[config.mk]
export PLATFORM = sky130hd
export DESIGN_NAME = fft_pwr_capture_flat
export DESIGN_NICKNAME = d
export VERILOG_FILES = /design/src/rtl/fft_pwr_capture_if.sv /design/src/rtl/fft_pwr_capture.sv /design/src/flat_wrapper.sv
export SDC_FILE = /design/constraint.sdc
export NUM_CORES = 2
export LEC_CHECK = 0
export CORE_MARGIN = 2
export CORE_UTILIZATION = 55
export CTS_CLUSTER_SIZE = 14
export DETAILED_ROUTE_END_ITERATION = 10
export HOLD_SLACK_MARGIN = 0.02
export PLACE_DENSITY = 0.78
export SYNTH_ARGS = -nofsm -noshare
export SYNTH_HDL_FRONTEND = slang
export SYNTH_SLANG_ARGS = --single-unit
[constraint.sdc]
create_clock -name clk_lvds -period 57.6 [get_ports clk_lvds]
set_input_delay 11.52 -clock clk_lvds [delete_from_list [all_inputs] [get_ports clk_lvds]]
set_output_delay 11.52 -clock clk_lvds [all_outputs]
set_load 0.03 [all_outputs]
[src/rtl/fft_pwr_capture_if.sv]
// Readout stream of averaged FFT bin powers.
// The capture stage (master) drives valid/bin/power/last and the consumer (slave) drives ready.
interface fft_pwr_capture_if #(
  parameter int PWR_W = 35,
  parameter int IDX_W = 5
);
  logic             rd_valid;
  logic             rd_ready;
  logic [IDX_W-1:0] rd_bin;
  logic [PWR_W-1:0] rd_pwr;
  logic             rd_last;

  modport master (output rd_valid, rd_bin, rd_pwr, rd_last, input rd_ready);
  modport slave  (input rd_valid, rd_bin, rd_pwr, rd_last, output rd_ready);
endinterface

[src/rtl/fft_pwr_capture.sv]
// Per-bin FFT power averaging over 2^AVG_LOG2 frames, with a flow-controlled drain of each set,
// peak-bin reporting and a saturating count of sets lost while the drain was busy.
module fft_pwr_capture #(
  parameter int NUM_BINS = 17,
  parameter int PWR_W    = 35,
  parameter int AVG_LOG2 = 2,
  localparam int IDX_W   = $clog2(NUM_BINS)
) (
  input  logic                      clk_lvds,
  input  logic                      reset,
  input  logic                      freeze,
  input  logic                      frame_valid,
  input  logic [NUM_BINS*PWR_W-1:0] pwr_in,
  fft_pwr_capture_if.master         rd,
  output logic [IDX_W-1:0]          peak_bin,
  output logic [PWR_W-1:0]          peak_pwr,
  output logic                      peak_valid,
  output logic [7:0]                drop_cnt
);

  localparam int ACC_W = PWR_W + AVG_LOG2;
  localparam int CNT_W = (AVG_LOG2 > 0) ? AVG_LOG2 : 1;
  localparam logic [IDX_W-1:0] LAST_BIN = IDX_W'(NUM_BINS - 1);

  typedef enum logic {S_IDLE, S_DRAIN} state_t;

  state_t           state_q, state_d;
  logic [IDX_W-1:0] ptr_q, ptr_d;
  logic [ACC_W-1:0] acc_q [NUM_BINS];
  logic [CNT_W-1:0] cnt_q;
  logic [PWR_W-1:0] res_q [NUM_BINS];
  logic [PWR_W-1:0] res_d [NUM_BINS];
  logic [IDX_W-1:0] peak_bin_q, peak_bin_d;
  logic [PWR_W-1:0] peak_pwr_q, peak_pwr_d;
  logic             peak_valid_q;
  logic [7:0]       drop_q;
  logic             accept, complete, latch;

  function automatic logic [PWR_W-1:0] avg_trunc(input logic [ACC_W-1:0] sum);
    avg_trunc = PWR_W'(sum >> AVG_LOG2);
  endfunction

  function automatic logic [7:0] sat_inc8(input logic [7:0] v);
    sat_inc8 = (v == 8'hFF) ? v : v + 8'd1;
  endfunction

  assign accept   = frame_valid && !freeze;
  assign complete = accept && ((AVG_LOG2 == 0) || (cnt_q == {CNT_W{1'b1}}));
  assign latch    = complete && (state_q == S_IDLE);

  // Completing frame is folded in directly so the set latches on the same edge.
  always_comb begin
    res_d      = '{default: '0};
    peak_bin_d = '0;
    peak_pwr_d = '0;
    for (int k = 0; k < NUM_BINS; k++) begin
      res_d[k] = avg_trunc(acc_q[k] + ACC_W'(pwr_in[k*PWR_W +: PWR_W]));
      if (k == 0 || res_d[k] > peak_pwr_d) begin
        peak_bin_d = IDX_W'(k);
        peak_pwr_d = res_d[k];
      end
    end
  end

  // Accumulation stage, independent of the drain
  always_ff @(posedge clk_lvds) begin
    if (reset || complete) begin
      cnt_q <= '0;
      for (int k = 0; k < NUM_BINS; k++) acc_q[k] <= '0;
    end else if (accept) begin
      cnt_q <= cnt_q + CNT_W'(1);
      for (int k = 0; k < NUM_BINS; k++)
        acc_q[k] <= acc_q[k] + ACC_W'(pwr_in[k*PWR_W +: PWR_W]);
    end
  end

  // Result bank and peak/drop reporting
  always_ff @(posedge clk_lvds) begin
    if (latch) begin
      for (int k = 0; k < NUM_BINS; k++) res_q[k] <= res_d[k];
    end
  end

  always_ff @(posedge clk_lvds) begin
    if (reset) begin
      peak_valid_q <= 1'b0;
      peak_bin_q   <= '0;
      peak_pwr_q   <= '0;
      drop_q       <= '0;
    end else begin
      if (latch) begin
        peak_valid_q <= 1'b1;
        peak_bin_q   <= peak_bin_d;
        peak_pwr_q   <= peak_pwr_d;
      end
      if (complete && state_q == S_DRAIN) drop_q <= sat_inc8(drop_q);
    end
  end

  // Drain FSM
  always_ff @(posedge clk_lvds) begin
    if (reset) begin
      state_q <= S_IDLE;
      ptr_q   <= '0;
    end else begin
      state_q <= state_d;
      ptr_q   <= ptr_d;
    end
  end

  always_comb begin
    state_d = state_q;
    ptr_d   = ptr_q;
    case (state_q)
      S_IDLE: begin
        if (latch) begin
          state_d = S_DRAIN;
          ptr_d   = '0;
        end
      end
      S_DRAIN: begin
        if (rd.rd_ready) begin
          if (ptr_q == LAST_BIN) begin
            state_d = S_IDLE;
            ptr_d   = '0;
          end else begin
            ptr_d = ptr_q + IDX_W'(1);
          end
        end
      end
      default: begin
        state_d = S_IDLE;
        ptr_d   = '0;
      end
    endcase
  end

  assign rd.rd_valid = (state_q == S_DRAIN);
  assign rd.rd_bin   = ptr_q;
  assign rd.rd_pwr   = (state_q == S_DRAIN) ? res_q[ptr_q] : '0;
  assign rd.rd_last  = (state_q == S_DRAIN) && (ptr_q == LAST_BIN);

  assign peak_bin   = peak_bin_q;
  assign peak_pwr   = peak_pwr_q;
  assign peak_valid = peak_valid_q;
  assign drop_cnt   = drop_q;

endmodule

[src/flat_wrapper.sv]
// flat-port wrapper written by rule: the top's interface ports become plain ports
module fft_pwr_capture_flat 
#(
  parameter int NUM_BINS = 17,
  parameter int PWR_W    = 35,
  parameter int AVG_LOG2 = 2,
  localparam int IDX_W   = $clog2(NUM_BINS)
)
  (clk_lvds, reset, freeze, frame_valid, pwr_in, peak_bin, peak_pwr, peak_valid, drop_cnt, rd_rd_valid, rd_rd_bin, rd_rd_pwr, rd_rd_last, rd_rd_ready);
  fft_pwr_capture_if #(.PWR_W(PWR_W), .IDX_W(($clog2((17))))) rd_i ();
  input  logic clk_lvds;
  input  logic reset;
  input  logic freeze;
  input  logic frame_valid;
  input  logic [NUM_BINS*PWR_W-1:0] pwr_in;
  output logic [IDX_W-1:0] peak_bin;
  output logic [PWR_W-1:0] peak_pwr;
  output logic peak_valid;
  output logic [7:0] drop_cnt;
  output wire logic [$bits(rd_i.rd_valid)-1:0] rd_rd_valid;
  output wire logic [$bits(rd_i.rd_bin)-1:0] rd_rd_bin;
  output wire logic [$bits(rd_i.rd_pwr)-1:0] rd_rd_pwr;
  output wire logic [$bits(rd_i.rd_last)-1:0] rd_rd_last;
  input wire logic [$bits(rd_i.rd_ready)-1:0] rd_rd_ready;
  assign rd_rd_valid = rd_i.rd_valid;
  assign rd_rd_bin = rd_i.rd_bin;
  assign rd_rd_pwr = rd_i.rd_pwr;
  assign rd_rd_last = rd_i.rd_last;
  assign rd_i.rd_ready = rd_rd_ready;
  fft_pwr_capture #(.NUM_BINS(NUM_BINS), .PWR_W(PWR_W), .AVG_LOG2(AVG_LOG2)) u_core (.clk_lvds(clk_lvds), .reset(reset), .freeze(freeze), .frame_valid(frame_valid), .pwr_in(pwr_in), .rd(rd_i), .peak_bin(peak_bin), .peak_pwr(peak_pwr), .peak_valid(peak_valid), .drop_cnt(drop_cnt));
endmodule
==> reports/metrics.cfg <==
[status]
status = finished with violations
violations = capacitance limit, slew limit

[clock_network]
root_buffer = clkbuf_16
cts_buffers = 149
cts.clk_slew.worst_paths_ps = 60
cts_buffer_depth = 3
h-tree-depth = 4
clk_latency_ps = 840
cts_tree = done
cts_sinks = 1286
cts-hold-fix-buffers = 0

[grt]
overflow = 0
track_usage = 0.4998
grt_pass1_wl_mm = 661.8
antenna_found_initial = 97
grt_max_degree = 173
grt_pass1_vias = 92360

[route]
drt_iter0_markers = 13550
met1_length_mm = 169.4
vias_per_cell = 6.832
routedWlPerCell_um = 33.53
wl_mm = 479.2
wl_met2_mm = 202.3
wl_met3_mm = 59.51
drc = 0
final_antenna_net_count = 0
vias = 97640
first_pass_iters = 9
dr.max_layer_used = met5

[setup_path]
arrival_ps = 57060
endpoint_kind = register
r2r-start = u_core.acc_q[0][37]
reg2reg_slack_ps = 12060
r2r-end = u_core.peak_pwr[27]
cpMaxStageDelayCell = nor3_1
r2r_cells = 210
max_stage_delay_ps = 1210
startpoint_type = primary input
timing_worst_setup_path_type = primary input to register
required_ps = 58350
path_common_cell = buf_4
worstPathMaxFanout = 24

[run]
maxCapViolations = 1

[timing]
hold_viol = 0
max_freq_ghz = 0.01776
setup_viol = 0
fin_worst_skew_ps = 35.85
maxSlewViolCount = 1
setup_ws_ps = 1284
tns_ps = 0
timing.final.crit_share = 0.9777
relSlewSlack = -0.001067
min_period_ps = 56320
tightest_slew_ps = 1490

[synth]
syn_nets = 11950
ys_seq_area_frac = 0.3792
synth_seq_cells = 1286
ys.flop_type = edfxtp_1
synth_cells = 10170
synth_cell_type_count = 121
yosysWarnings = 0
netlist_area_mm2 = 0.1002
async_flop_share = 0
postSynthAreaPerCell_um2 = 9.852
synth_edf_count = 1224

[placed_design]
dp_hpwl_mm = 384.7
pre_cts_ws_ps = -2045
gp_congestion = 1.132
io_buffers = 690

[hold_path]
min_path_type = register to register
hold_path_end = u_core.peak_bin[4]
hp-start = u_core.peak_bin[4]
holdPathStages = 2

[final_layout]
areaGrowthSynthToFinish_pct = 22.55
final_cell_mix = edfxtp_1, ha_1, nor2_1
fillCellCount = 13670
multi_input_area_mm2 = 0.05940
final_common_cell = edfxtp_1
drive_above_1_share = 0.1438
regArea_mm2 = 0.03801
layout.nets = 13490

[floorplan]
dieArea_mm2 = 0.1856
coreArea_mm2 = 0.1809
die_h_um = 430.8
start_util = 0.5538
num_io_pins = 691
die_width_um = 430.8
rows = 156

==> worst max-delay path: cells and delay by family <==
family / cells / cell delay (ps)
AOI/OAI and AO/OA: 86 / 17970
buffers and inverters: 34 / 6290
and+or+nand+nor: 70 / 15400
xor gates and xnor gates: 1 / 190
adders and majority gates: 18 / 5050
muxes: 2 / 480
==> cells in the mapped netlist, types with 25 or more instances <==
library cell	instances	area [µm²]
nand2_1	566	2125
xnor2_1	321	2811
a221oi_1	44	385.4
mux2_2	33	371.6
o31ai_1	58	435.4
a22oi_1	27	202.7
a311oi_1	25	219.0
a21oi_1	841	4209
and3_1	80	500.5
nand4_1	153	957.2
nor3_1	151	755.7
o211ai_1	79	593.1
inv_1	621	2331
o21a_1	203	1524
a211oi_1	95	713.2
nor2b_1	138	863.3
o21ai_0	485	2427
a21boi_0	40	300.3
o21bai_1	95	713.2
and2_1	363	2271
mux2i_1	72	720.7
a21o_1	449	3371
nor2_1	1021	3832
nand3_1	209	1046
or2_2	39	244.0
or3_1	54	337.8
nand2b_1	101	631.9
o21ai_1	41	205.2
a2111oi_0	25	219.0
nor4_1	29	181.4
buf_1	51	191.4
xor2_1	200	1752
mux4_2	175	3941
o31a_1	33	289.0
edfxtp_1	1224	36760
ha_1	1158	14490
clkbuf_1	228	855.8
dfxtp_1	62	1241
a31oi_1	88	550.5
o22ai_1	47	294.0
a211o_1	28	245.2
==> layout make-up <==
class / count / share of cell area
diodes: 81 / 0.001651
flip-flops and latches: 1286 / 0.3095
clock inverters: 83 / 0.007642
clock buffers: 191 / 0.03352
well taps: 2370 / 0.02415
repair buffers: 1704 / 0.1206
inverters: 624 / 0.01914
multi-input cells: 7953 / 0.4838
==> cell families after synthesis <==
kind of cell	synth area share
AOI/OAI and AO/OA	0.1954
xor gates and xnor gates	0.04554
adders and majority gates	0.1480
buffers and inverters	0.03578
DFF	0.3792
muxes	0.05024
and+or+nand+nor	0.1458
==> worst max path at each step <==
stage	slack, ps	endpoint	from
2_1_floorplan	9	u_core.peak_pwr[31]	pwr_in[35]
4_1_cts	30	u_core.peak_pwr[32]	pwr_in[1]
5_1_grt	-110	u_core.peak_pwr[6]	pwr_in[0]
3_5_place_dp	-2040	u_core.peak_pwr[32]	pwr_in[35]
6_report	1280	u_core.peak_pwr[27]	pwr_in[35]
3_3_place_gp	-1690	u_core.peak_pwr[3]	pwr_in[1]
==> through the flow <==
stage	utilization	std cells	hold slack [ps]	area (µm²)
after global placement	0.6446	13910	453.1	116600
after detailed placement	0.6446	13910	476.2	116600
final	0.6787	14290	490.1	122800
after global routing	0.6781	14250	496.9	122700
after CTS	0.6730	14190	490.1	121800
after floorplan	-	10170	473.0	100200
==> flip-flops by register name (all words and copies together) (netlist names), named ones only <==
name	flops
u_core.acc_q	629
u_core.cnt_q	2
u_core.drop_cnt	8
u_core.peak_bin	5
u_core.peak_pwr	35
u_core.peak_valid	1
u_core.rd.rd_bin	5
u_core.rd.rd_valid	1
u_core.res_q	595
==> repair_timing <==
action                                  in CTS  in global routing
endpoints found under the hold margin        0                  0
endpoints found under the setup margin      40                 40
resized for setup                           15                142
cloned                                       1                  5
pin swaps                                    1                 14
setup buffers                                3                 15
==> layer usage <==
layer,track usage,vias up
met3,0.1431,2063
met4,0.3930,44
li1,-,41370
met2,0.7467,7444
met5,0,-
met1,0.6070,46720
Power is not shown: default switching activity piles up to over one toggle a cycle in this logic, so the estimate is an artifact.
